$ cat src/rtl/sha256_pkg.sv
// Shared SHA-256 definitions: block/word geometry, round count and the
// block controller state encoding. Imported by the controller, the round
// counter and the compression core.
package sha256_pkg;

  localparam int BLK_W  = 512;
  localparam int WORD_W = 32;
  localparam int ROUNDS = 64;
  localparam int RIDX_W = 6;

  typedef enum logic [2:0] {
    IDLE,
    LOAD,
    ROUND,
    UPDATE,
    DONE
  } ctrl_state_e;

endpackage

$ cat src/rtl/sha256_round_counter.sv
// Round index counter for the SHA-256 compression loop.
// Ports:
//   clk, reset  clock and asynchronous active-high reset
//   clr_i       return the count to 0 (takes priority over en_i)
//   en_i        advance the count by one
//   cnt_o       current round index t (selects K_t)
//   last_o      high while t is the final round (63)
// The count never advances past the final round when the owner stops
// enabling it there, so it holds its last value between blocks.
module sha256_round_counter
  import sha256_pkg::*;
(
  input  logic              clk,
  input  logic              reset,
  input  logic              clr_i,
  input  logic              en_i,
  output logic [RIDX_W-1:0] cnt_o,
  output logic              last_o
);

  logic [RIDX_W-1:0] cnt_q;
  logic [RIDX_W-1:0] cnt_d;

  always_comb begin
    cnt_d = cnt_q;
    if (clr_i) begin
      cnt_d = '0;
    end else if (en_i) begin
      cnt_d = cnt_q + RIDX_W'(1);
    end
  end

  always_ff @(posedge clk or posedge reset) begin
    if (reset) begin
      cnt_q <= '0;
    end else begin
      cnt_q <= cnt_d;
    end
  end

  assign cnt_o  = cnt_q;
  assign last_o = (cnt_q == RIDX_W'(ROUNDS - 1));

endmodule

$ cat src/rtl/sha256_block_ctrl.sv
// SHA-256 block controller: accepts one padded 512-bit block at a time,
// holds it on the message-schedule generator's M bus, raises W_start, and
// issues round enables/indices aligned to each W_t. Pulses hash_update at
// the end of every block and presents digest_valid after the last block
// of a message until downstream consumes it.
// Ports:
//   clk, reset                 clock, asynchronous active-high reset
//   blk_valid/blk_ready        upstream block handshake
//   blk_data, blk_last         block (word 0 in [511:480]), last-of-message
//   m_out                      accepted block, drives generator M
//   w_start                    level to generator W_start
//   round_en, round_idx        round t executes this cycle / t (0..63)
//   first_blk                  current block is first of its message
//   hash_update                one-cycle pulse: add working vars into H
//   digest_valid/digest_ready  final digest handshake
//   busy                       controller not idle
// All outputs are registered from the next-state decode so that each one
// reads exactly as the state it describes and is 0 while reset is held.
module sha256_block_ctrl
  import sha256_pkg::*;
#(
  parameter int W_LAT = 3
) (
  input  logic              clk,
  input  logic              reset,
  input  logic              blk_valid,
  input  logic [BLK_W-1:0]  blk_data,
  input  logic              blk_last,
  output logic              blk_ready,
  output logic [BLK_W-1:0]  m_out,
  output logic              w_start,
  output logic              round_en,
  output logic [RIDX_W-1:0] round_idx,
  output logic              first_blk,
  output logic              hash_update,
  output logic              digest_valid,
  input  logic              digest_ready,
  output logic              busy
);

  localparam int WAIT_W = (W_LAT > 1) ? $clog2(W_LAT) : 1;

  ctrl_state_e       state_q, state_d;
  logic [WAIT_W-1:0] wait_q, wait_d;
  logic              last_q, last_d;
  logic              first_pending_q, first_pending_d;
  logic              first_blk_q, first_blk_d;
  logic [BLK_W-1:0]  m_q;
  logic              blk_ready_q, w_start_q, round_en_q;
  logic              hash_update_q, digest_valid_q, busy_q;
  logic              accept;
  logic              cnt_clr, cnt_en, cnt_last;

  sha256_round_counter u_round_cnt (
    .clk    (clk),
    .reset  (reset),
    .clr_i  (cnt_clr),
    .en_i   (cnt_en),
    .cnt_o  (round_idx),
    .last_o (cnt_last)
  );

  always_comb begin
    state_d         = state_q;
    wait_d          = wait_q;
    last_d          = last_q;
    first_pending_d = first_pending_q;
    first_blk_d     = first_blk_q;
    accept          = 1'b0;
    cnt_clr         = 1'b0;
    cnt_en          = 1'b0;
    case (state_q)
      IDLE: begin
        // blk_ready_q is low for the first cycle after reset; never take a
        // block the upstream did not see offered.
        if (blk_valid && blk_ready_q) begin
          accept      = 1'b1;
          last_d      = blk_last;
          first_blk_d = first_pending_q;
          wait_d      = '0;
          cnt_clr     = 1'b1;
          state_d     = LOAD;
        end
      end
      LOAD: begin
        // Covers the generator latency until W_0 appears.
        if (wait_q == WAIT_W'(W_LAT - 1)) begin
          wait_d  = '0;
          state_d = ROUND;
        end else begin
          wait_d = wait_q + WAIT_W'(1);
        end
      end
      ROUND: begin
        // Stop counting at the final round so round_idx holds 63 afterwards.
        if (cnt_last) begin
          state_d = UPDATE;
        end else begin
          cnt_en = 1'b1;
        end
      end
      UPDATE: begin
        first_pending_d = 1'b0;
        state_d         = last_q ? DONE : IDLE;
      end
      DONE: begin
        if (digest_ready) begin
          first_pending_d = 1'b1;
          first_blk_d     = 1'b0;
          state_d         = IDLE;
        end
      end
      default: begin
        state_d = IDLE;
      end
    endcase
  end

  always_ff @(posedge clk or posedge reset) begin
    if (reset) begin
      state_q         <= IDLE;
      wait_q          <= '0;
      last_q          <= 1'b0;
      first_pending_q <= 1'b1;
      first_blk_q     <= 1'b0;
      m_q             <= '0;
      blk_ready_q     <= 1'b0;
      w_start_q       <= 1'b0;
      round_en_q      <= 1'b0;
      hash_update_q   <= 1'b0;
      digest_valid_q  <= 1'b0;
      busy_q          <= 1'b0;
    end else begin
      state_q         <= state_d;
      wait_q          <= wait_d;
      last_q          <= last_d;
      first_pending_q <= first_pending_d;
      first_blk_q     <= first_blk_d;
      if (accept) begin
        m_q <= blk_data;
      end
      blk_ready_q    <= (state_d == IDLE);
      w_start_q      <= (state_d == LOAD) || (state_d == ROUND);
      round_en_q     <= (state_d == ROUND);
      hash_update_q  <= (state_d == UPDATE);
      digest_valid_q <= (state_d == DONE);
      busy_q         <= (state_d != IDLE);
    end
  end

  assign blk_ready    = blk_ready_q;
  assign m_out        = m_q;
  assign w_start      = w_start_q;
  assign round_en     = round_en_q;
  assign first_blk    = first_blk_q;
  assign hash_update  = hash_update_q;
  assign digest_valid = digest_valid_q;
  assign busy         = busy_q;

endmodule

$ cat config.mk
export PLATFORM = sky130hd
export DESIGN_NAME = sha256_block_ctrl
export DESIGN_NICKNAME = d
export VERILOG_FILES = /design/src/rtl/sha256_pkg.sv /design/src/rtl/sha256_round_counter.sv /design/src/rtl/sha256_block_ctrl.sv
export SDC_FILE = /design/constraint.sdc
export NUM_CORES = 1
export LEC_CHECK = 0
export BUFFER_PORTS_ARGS = -buffer_cell sky130_fd_sc_hd__buf_2
export CELL_PAD_IN_SITES_DETAIL_PLACEMENT = 0
export CELL_PAD_IN_SITES_GLOBAL_PLACEMENT = 1
export CORE_AREA = 2 2 403 405
export CTS_CLUSTER_SIZE = 25
export DETAILED_ROUTE_END_ITERATION = 12
export DIE_AREA = 0 0 405 407
export PLACE_DENSITY = 0.43
export SLEW_MARGIN = 20
export SYNTH_ARGS = -nofsm -noshare
export SYNTH_HDL_FRONTEND = slang
export SYNTH_SLANG_ARGS = --single-unit
$ cat constraint.sdc
create_clock -name clk -period 43.9 [get_ports clk]
set_input_delay 8.78 -clock clk [delete_from_list [all_inputs] [get_ports clk]]
set_output_delay 8.78 -clock clk [all_outputs]
set_load 0.005 [all_outputs]
==> metrics.log <==
INFO  metric first_drt_pass_iteration_count = 4
INFO  metric ff2ff_setup_slack = 39,080 ps
INFO  metric worst_setup_path_start_kind = primary input
INFO  metric critical_path_class = in2reg
INFO  metric grt_start_max_net_pins = 164
INFO  metric wl_met2 = 49.80 mm
INFO  metric cts.sink_count = 532
INFO  metric synth_edf_count = 0
INFO  metric number_of_buffers_created_by_cts = 72
INFO  metric grt_antenna_before_repair = 41
INFO  metric slowest_stage_cell_cp = buf_4
INFO  metric switching_share = 37.51%
INFO  metric yosys.area_share.simple = 29.22%
INFO  metric syn_area = 20,410 µm²
INFO  metric drc_errors = 0
INFO  metric reg2reg_from = state_q[0]$_DFF_PP0_
INFO  metric worstRegToRegCells = 7
INFO  metric gpl.final_weighted_congestion = 0.7844
INFO  metric drv_slew = 0
INFO  metric ys.warnings.count = 0
INFO  metric timing.rr.end = m_out[386]$_DFFE_PP0P_
INFO  metric synthesis.instances = 2,246
INFO  metric share_clk_of_total_power = 28.1%
INFO  metric design_power_total = 2.200 mW
INFO  metric power_frac_comb = 33.7%
INFO  metric cell_internal_power_dissipation = 1.375 mW
INFO  metric seq_power_share = 38.2%
INFO  metric area_growth = 47.16%
INFO  metric critical_path.endpoint_type = register
INFO  metric global_route.usage.total = 11.50%
INFO  metric async_reset_ff_share = 100.0%
INFO  metric hp-class = reg2reg
INFO  metric synth_compound_gate_area_share = 0.6865%
INFO  metric hold_depth = 2
INFO  metric synth_area_leaders = dfrtp_1 65%, nand2_1 28%, buf_6 3.1%
INFO  metric total_leakage_power = 16.86 nW
INFO  metric adder_and_majority_cell_fraction_of_the_synthesized_area = 0.06129%
INFO  metric most_frequent_cp_cell = buf_4
INFO  metric worst_path_largest_cell_delay = 830 ps
INFO  metric clock_skew = 24.88 ps
INFO  metric num_io_pins = 1,042
INFO  metric met1Wirelength = 37.56 mm
INFO  metric synth-xor-area-share = 0.04291%
INFO  metric synth.top_cell.area_share = 65.09%
INFO  metric whs_endpoint = m_out[174]$_DFFE_PP0P_
INFO  metric dieWidth = 405 µm
INFO  metric max_freq = 79.76 MHz
INFO  metric post_cts.repair.setup_buffers = 0
INFO  metric yosys_most_used_dff = dfrtp_1
INFO  metric cts_buffer_depth = 3
INFO  metric synth_cell_type_count = 33
INFO  metric holdCritStartpoint = m_out[174]$_DFFE_PP0P_
INFO  metric synth_nets = 2,764
INFO  metric place.detailed.hpwl = 74.42 mm
INFO  metric die_h = 407 µm
INFO  metric core_area = 160,200 µm²
INFO  metric worst-path-max-fanout = 79
INFO  metric std_cell_rows = 147
INFO  metric layout-drive-gt1-share = 35.66%
INFO  metric worstSkewPairLatency = 650 ps
INFO  metric cts.root.buffer_cell = clkbuf_16
INFO  metric fin_setup_tns = 0 ps
INFO  metric report.final.hold_viol_count = 0
INFO  metric layout.cell_area.non_filler = 30,040 µm²
INFO  metric cp_num_buf_inv = 5
INFO  metric worst_slew_pin_slew = 1021 ps
INFO  metric cts.htree.levels = 3
INFO  metric ys_seq_area_share = 65.22%
INFO  metric muxShareOfSynthArea = 0.09807%
INFO  metric period_needed = 12,540 ps
INFO  metric run_status = completed
INFO  metric main_combinational_cell_family_by_area_after_synthesis = simple AND/OR/NAND/NOR gates
INFO  metric placement.io_buffers = 1,041
INFO  metric postCtsHoldBufs = 0
INFO  metric grt_pass1_wl = 137.8 mm
INFO  metric worst_slew_margin_rel = 31.96%
INFO  metric netlist.top_cell.by_area = dfrtp_1
INFO  metric path_delay_family = buffers and inverters
INFO  metric final_min_period_over_clock_period = 28.56%
INFO  metric via_cell_ratio = 3.345
INFO  metric crit_chain = buf_2 > nand2_1 > or4_4 > buf_4 > buf_4 > buf_4 > buf_4 > nand2_1 > nand2_1
INFO  metric wl_per_cell = 18.08 µm
INFO  metric cap_violations = 0
INFO  metric power-per-cell-area = 73.25 nW/µm²
INFO  metric fin_worst_hold_slack = 463.9 ps
INFO  metric critical_path_required = 44,470 ps
INFO  metric dr.first_iter.drc_count = 987
INFO  metric setup_violations = 0
INFO  metric initial_core_util = 12.74%
INFO  metric die_footprint = 164,800 µm²
INFO  metric cts-resized-gates = 0
INFO  metric rsz0062_at_grt = no
INFO  metric worstPathArrival = 13,110 ps
INFO  metric p_switching = 0.8254 mW
INFO  metric nets = 3,781
INFO  metric grt_pass1_vias = 18,844
INFO  metric topRoutingLayerUsed = met5
INFO  metric detailroute.wirelength.met3 = 8.877 mm
INFO  metric power.ir.vdd_worst = 0.04079 mV
INFO  metric synth.avg_cell_area = 9.089 µm²
INFO  metric grt-ovfl-total = 0
INFO  metric vias = 18,325
INFO  metric tritoncts = yes
INFO  metric clk_pin_slew = 50 ps
INFO  metric wirelength = 99.03 mm
INFO  metric drtAntennaViolNets = 0
INFO  metric placed_cell_area = 27,570 µm²
INFO  metric postSynthRegisterBits = 532
## power groups by stage
stage | Combinational (mW) | Clock (mW) | Sequential (mW)
floorplan | 0.340 | 0 | 0.860
global placement | 0.773 | 0 | 0.848
detailed placement | 0.775 | 0 | 0.846
CTS | 0.775 | 0.647 | 0.844
global route | 0.847 | 0.666 | 0.873
finish | 0.741 | 0.618 | 0.841
## how the worst max path moves through the flow
stage,depth (start not counted),endpoint,slack [ps],from
after CTS,9,m_out[373]$_DFFE_PP0P_,31380,blk_valid
after detailed placement,9,m_out[373]$_DFFE_PP0P_,30660,blk_valid
final,9,m_out[386]$_DFFE_PP0P_,31360,blk_valid
after floorplan,1,blk_ready$_DFF_PP0_,20250,reset
after global placement,9,m_out[389]$_DFFE_PP0P_,30630,blk_valid
after global routing,9,m_out[409]$_DFFE_PP0P_,31050,blk_valid
## per-layer routing
| metal | up-vias | GRT usage, % |
|---|---|---|
| met2 | 607 | 19.97 |
| met1 | 8642 | 12.80 |
| met5 | - | 0 |
| met3 | 195 | 4.831 |
| li1 | 8819 | - |
| met4 | 62 | 3.188 |
## registers in the layout, indices dropped and copies added, names as in the netlist
name               flops
last_q                 1
first_blk              1
first_pending_q        1
blk_ready              1
digest_valid           1
m_out                512
state_q                3
hash_update            1
round_en               1
u_round_cnt.cnt_o      6
busy                   1
w_start                1
wait_q                 2
## cells in the final DEF (no fill, tap or decap), drive strengths merged, types with 2 or more instances in the layout
| cell | Yosys | routed |
|---|---|---|
| nand2 | 1548 | 1548 |
| buf | 112 | 1061 |
| dfrtp | 531 | 531 |
| clkbuf | 6 | 103 |
| clkinv | 0 | 12 |
| inv | 4 | 8 |
| nor2 | 6 | 6 |
| bufinv | 0 | 6 |
| nand3 | 4 | 4 |
| diode | 0 | 3 |
| o21ai | 3 | 3 |
| a21oi | 3 | 3 |
| nor2b | 3 | 3 |
| a311oi | 3 | 3 |
| and3 | 2 | 2 |
| mux2i | 2 | 2 |
| o31ai | 2 | 2 |
| o41ai | 2 | 2 |
| nor4 | 2 | 2 |
| or4 | 2 | 2 |
## through the flow
step	instances	setup slack, ps	util [%]
global placement	5349	30630	17.21
finish	5478	31360	18.75
floorplan	2246	20250	-
detailed placement	5349	30660	17.21
global route	5476	31050	18.75
CTS	5475	31380	18.75
## synth_stat cells, drive strengths merged, types with 2 or more instances
cell / instances
a21oi: 3
o41ai: 2
o31ai: 2
nand3: 4
or4: 2
nor2: 6
nor2b: 3
nor4: 2
and3: 2
nand2: 1548
buf: 112
a311oi: 3
mux2i: 2
clkbuf: 6
dfrtp: 531
inv: 4
o21ai: 3
## cell families after synthesis
logic type | count (synthesis)
simple gates | 1571
mux | 2
xor+xnor | 1
compound gates | 17
buf+inv | 122
fa+ha+maj | 1
flops | 532
## area by class of cell
cell class	instances	area, µm²
Tap cell	2160	2703
Timing Repair Buffer	1061	5389
Multi-Input combinational cell	1592	6146
Inverter	4	22.52
Antenna cell	3	7.507
Clock inverter	23	327.8
Fill cell	18216	130200
Clock buffer	103	2131
Sequential cell	532	13310
## tightest hold or removal path, cell delays in order (launching register included)
cell	delay, ps
dfrtp_1	330
nand2_1	50
nand2_1	50
Power figures use the tool's default switching activity.
